===== src/rtl/paddle_emulator.sv =====
// Purpose: emulates RC/555 paddle comparators, raising hpaddle/vpaddle on the scanline equal to the X/Y position.
// Latency: line_cnt 1 cycle after hsync rise; paddle 1 cycle after line_cnt reaches position; frame_tick 1 cycle after vsync rise.
// Backpressure: none, free-running on video timing. Optional PADDLE_SLEW_EN limits per-frame position movement to MAX_STEP.
module paddle_emulator #(
    parameter int unsigned       LINE_W   = 16,
    parameter logic [LINE_W-1:0] SAT_LINE = 16'd262,
    parameter logic [LINE_W-1:0] MAX_STEP = 16'd4
) (
    input  logic              clk,
    input  logic              reset,
    input  logic              hsync,
    input  logic              vsync,
    input  logic [LINE_W-1:0] pos_x,
    input  logic [LINE_W-1:0] pos_y,
    output logic              hpaddle,
    output logic              vpaddle,
    output logic [LINE_W-1:0] line_cnt,
    output logic              frame_tick
);

`ifdef PADDLE_SLEW_EN
    localparam logic SLEW_ON = 1'b1;
`else
    localparam logic SLEW_ON = 1'b0;
`endif

    // Without slew the step limit is effectively unbounded, so eff jumps straight to pos.
    localparam logic [LINE_W-1:0] STEP_LIM = SLEW_ON ? MAX_STEP : {LINE_W{1'b1}};

    typedef enum logic {
        SYNC = 1'b0,
        SCAN = 1'b1
    } state_t;

    state_t            state_q;
    state_t            state_d;
    logic              hs_q;
    logic              vs_q;
    logic              vs_rise;
    logic              vs_fall;
    logic              hs_rise;
    logic [LINE_W-1:0] eff_x;
    logic [LINE_W-1:0] eff_y;
    logic [LINE_W-1:0] eff_x_nxt;
    logic [LINE_W-1:0] eff_y_nxt;

    assign vs_rise = vsync & ~vs_q;
    assign vs_fall = ~vsync & vs_q;
    assign hs_rise = hsync & ~hs_q;

    // Move eff toward pos by at most STEP_LIM, never overshooting pos.
    function automatic logic [LINE_W-1:0] step_toward(input logic [LINE_W-1:0] pos,
                                                      input logic [LINE_W-1:0] eff);
        logic [LINE_W-1:0] res;
        if (pos >= eff) begin
            res = ((pos - eff) > STEP_LIM) ? (eff + STEP_LIM) : pos;
        end else begin
            res = ((eff - pos) > STEP_LIM) ? (eff - STEP_LIM) : pos;
        end
        return res;
    endfunction

    // Effective positions to be latched at the next frame start.
    always_comb begin
        eff_x_nxt = step_toward(pos_x, eff_x);
        eff_y_nxt = step_toward(pos_y, eff_y);
    end

    // State register.
    always_ff @(posedge clk) begin
        if (reset) begin
            state_q <= SYNC;
        end else begin
            state_q <= state_d;
        end
    end

    // Next state: vsync falling opens the scan, vsync rising closes it.
    always_comb begin
        state_d = state_q;
        case (state_q)
            SYNC:    if (vs_fall) state_d = SCAN;
            SCAN:    if (vs_rise) state_d = SYNC;
            default: state_d = SYNC;
        endcase
    end

    // Sync edge registers, line counter, frame start and registered comparators.
    always_ff @(posedge clk) begin
        if (reset) begin
            hs_q       <= 1'b0;
            vs_q       <= 1'b0;
            line_cnt   <= '0;
            hpaddle    <= 1'b0;
            vpaddle    <= 1'b0;
            frame_tick <= 1'b0;
            eff_x      <= '0;
            eff_y      <= '0;
        end else begin
            hs_q       <= hsync;
            vs_q       <= vsync;
            frame_tick <= vs_rise;
            if (vs_rise) begin
                // Frame start takes priority over a coincident hsync edge.
                line_cnt <= '0;
                hpaddle  <= 1'b0;
                vpaddle  <= 1'b0;
                eff_x    <= eff_x_nxt;
                eff_y    <= eff_y_nxt;
            end else if (state_q == SYNC) begin
                line_cnt <= '0;
                hpaddle  <= 1'b0;
                vpaddle  <= 1'b0;
            end else begin
                if (hs_rise && (line_cnt < SAT_LINE)) begin
                    line_cnt <= line_cnt + LINE_W'(1);
                end
                hpaddle <= (line_cnt >= eff_x);
                vpaddle <= (line_cnt >= eff_y);
            end
        end
    end

endmodule


===== config.mk =====
export PLATFORM = sky130hd
export DESIGN_NAME = paddle_emulator
export DESIGN_NICKNAME = d
export VERILOG_FILES = /design/src/rtl/paddle_emulator.sv
export SDC_FILE = /design/constraint.sdc
export NUM_CORES = 1
export LEC_CHECK = 0
export CORE_MARGIN = 5
export CORE_UTILIZATION = 30
export DETAILED_ROUTE_END_ITERATION = 6
export PLACE_DENSITY = 0.57
export RECOVER_POWER = 25
export SYNTH_ARGS = -nofsm -noshare
export SYNTH_HDL_FRONTEND = slang
export SYNTH_SLANG_ARGS = --single-unit

===== constraint.sdc =====
create_clock -name clk -period 2.3 [get_ports clk]
set_input_delay 0.575 -clock clk [delete_from_list [all_inputs] [get_ports clk]]
set_output_delay 0.575 -clock clk [all_outputs]
set_load 0.02 [all_outputs]

==> summary.txt <==
Status
  – Status: finished, final reports clean

Detailed routing
  – Final WL: 6480 um
  – DRT iter0 DRCs: 70
  – DRC: 0
  – Via count: 2311
  – DRT Pass-1 Iters: 4
  – Routed Antenna Nets: 0
  – Via density: 4.67
  – Routed length per instance: 13.1 um

Synthesis
  – Synth area leader: dfxtp_1
  – Avg Cell Area, Syn: 8.18 um^2
  – Ys Warns: 0
  – Top cell type's share of synthesized area: 39.8%
  – Async set or reset register ratio after synthesis: 0%
  – Proportion of synthesized chip area in sequential cells: 39.8%
  – Top cells by area, synth: dfxtp_1 40%, ha_1 15%, nand2_1 10%
  – Synth cell types: 30
  – Post-Syn Nets: 401
  – Synth Register Bits: 54
  – Post-synth top flop: dfxtp_1
  – Number of synthesized flops with an enable pin: 0
  – Post-Syn Area: 2720 um^2
  – Synth Instances: 332

Place
  – IO buf count: 54
  – GPL Wtd Cong: 0.810
  – HPWL after detailed placement: 5020 um

Power
  – Switching pwr: 463 uW
  – Sw Ratio: 26.2%
  – Clock power share: 31.2%
  – Cell Pwr Density: 507 nW/um^2
  – Sequential share of power: 55.9%
  – Cell-internal power: 1300 uW
  – Leakage power: 0.00133 uW
  – Combinational power share: 12.9%
  – VDD IR max: 284 uV

Flow run
  – Max-Cap Viols: 0

Critical path
  – Slowest cell on crit path: clkdlybuf4s50_1
  – Max incr delay on CP: 670 ps
  – CP bufs+invs: 1
  – Worst reg2reg path startpoint: line_cnt[0]
  – Crit path launch: line_cnt[1]
  – Startpoint types: flop
  – Critical Path Fanout Max: 9
  – CP endpoint kind: output pin
  – Setup CP Type: reg2out
  – Worst-path cell chain: clkdlybuf4s50_1
  – R2R Setup Slk: 510 ps
  – Crit path required time: 1730 ps
  – Worst EP arrival: 1520 ps
  – Top delay family on crit path: buffers and inverters

Global routing
  – Initial antenna violation count: 0
  – Vias in the first global route: 2235
  – First-pass GRT wire length: 10700 um
  – Grt total ovfl: 0
  – GRT Overall Usage: 11.8%
  – Pin count of the biggest net entering global routing: 36

Clock network
  – CTS Buffer Depth: 2
  – Total setup buffers inserted after CTS: 0
  – Skew-Pair Late Insertion Delay: 310 ps
  – Hold_buf cts: 0
  – Clock Root Buffer: clkbuf_8
  – H-tree Lvls: 2
  – CTS tree: done
  – Cts repair resizes: 0
  – Clk pin slew, worst setup/hold paths: 100 ps
  – Clock sinks: 54
  – TritonCTS buffer count: 5

STA
  – Final setup viols: 0
  – RSZ-0062 raised after global routing: no
  – Worst clock skew: 13.4 ps
  – Period utilisation layout: 91.0%
  – Slew headroom: 52.2%
  – Final Hold Viols: 0
  – Setup TNS Final: 0 ps
  – Fin. max-slew vios: 0
  – Worst-margin pin slew: 717 ps
  – Tmin final: 2090 ps
  – Fmax: 0.478 GHz

Floorplanning
  – Top Ports: 55
  – Row count: 34
  – Die Y: 105 um
  – Area of the core: 8760 um^2
  – Die footprint: 11100 um^2
  – Starting Density: 31.0%
  – Die width: 105 um

Hold path
  – Hold/Removal Path Class: reg2reg
  – Hold Startpoint: eff_y[1]

Cells and area
  – ANT cells: 0
  – Area delta synth->final: 28.2%
  – Final net count: 455
  – Fillcell total: 925
  – Final core occ: 39.7%
  – Proportion of layout cells with a drive suffix above 1: 6.72%
-- worst reg2reg max path, cell delays in order, from the launching register on --
cell       delay, ps
dfxtp_1          340
inv_1             70
ha_1             280
nand2b_1         140
a2111oi_0        430
a21oi_1          150
a22oi_1          170
a21oi_1           90
-- kinds of logic after synthesis --
logic type / after synthesis / share of synthesized area (%)
and+or+nand+nor: 127 / 23.4
AOI/OAI and AO/OA: 64 / 12.9
DFF: 54 / 39.8
buffers and inverters: 47 / 6.49
adders and majority gates: 33 / 15.2
xor gates and xnor gates: 7 / 2.26
-- worst paths after layout --
path	cells past startpoint	end
max	1	line_cnt[1]
min	2	eff_y[1]
max reg2reg	7	hpaddle
min reg2reg	2	eff_y[1]
-- sequential cells by signal, indices dropped and copies added (netlist names) --
name        flops
eff_x          16
state_q         1
hs_q            1
line_cnt       16
eff_y          16
vpaddle         1
frame_tick      1
vs_q            1
hpaddle         1
-- cell type report --
type	instances	area, um^2	area share (%)
clock buffer	5	68.8	1.98
clock inverter	3	25.0	0.719
inverter	34	128	3.67
multi-input combinational	231	1460	42.0
sequential	54	1080	31.0
tap	108	135	3.88
timing repair buffer	60	583	16.7
-- placed cells by master (no fill, tap or decap), types with 2 or more instances in the layout --
cell             count
nor3_1               2
a21o_1               2
a22oi_1              2
nand2b_1             3
nand4_1              5
ha_1                33
nor2_1              13
nor2b_1              3
nand2_1             73
clkdlybuf4s50_1     53
o21ai_0              5
xnor2_1              7
buf_4                5
and2_1               6
nor2_2               3
clkbuf_8             5
dfxtp_1             54
nand3_1              5
inv_1               34
nor4_1               3
a2111oi_0            4
nor4_2               4
a21oi_1             49
-- stage by stage --
stage / setup slack [ps] / power [uW] / cells / hold slack [ps] / instance area, um^2
final: 207 / 1770 / 495 / 458 / 3480
after global routing: 127 / 1860 / 495 / 481 / 3480
after CTS: 186 / 1790 / 495 / 461 / 3480
after detailed placement: 285 / 1240 / 487 / 448 / 3390
after global placement: 317 / 1240 / 487 / 445 / 3390
after floorplan: 496 / 1130 / 332 / 436 / 2720
-- cells in the mapped netlist (2+ instances only) --
cell type,count
a21oi_1,49
inv_1,34
clkbuf_1,12
nor2_1,13
nand3_1,5
nand2b_1,3
o21ai_0,5
a22oi_1,2
nor2_2,3
dfxtp_1,54
nor3_1,2
a21o_1,2
a2111oi_0,4
nor2b_1,4
xnor2_1,7
nor4_2,4
nor4_1,3
and2_1,6
nand2_1,73
nand4_1,5
ha_1,33
-- power by group through the flow --
stage,Clock [uW],Sequential [uW],Combinational (uW)
floorplan,0,1010,128
global placement,0,1010,227
detailed placement,0,1010,231
CTS,574,988,232
global route,613,993,255
finish,551,987,227
-- metal layers --
metal,wire (um),track usage [%]
met1,3130,15.4
met4,70,3.56
met3,221,2.65
met5,0,0
met2,3050,19.3
No activity file was read; power rests on OpenSTA's default activity.
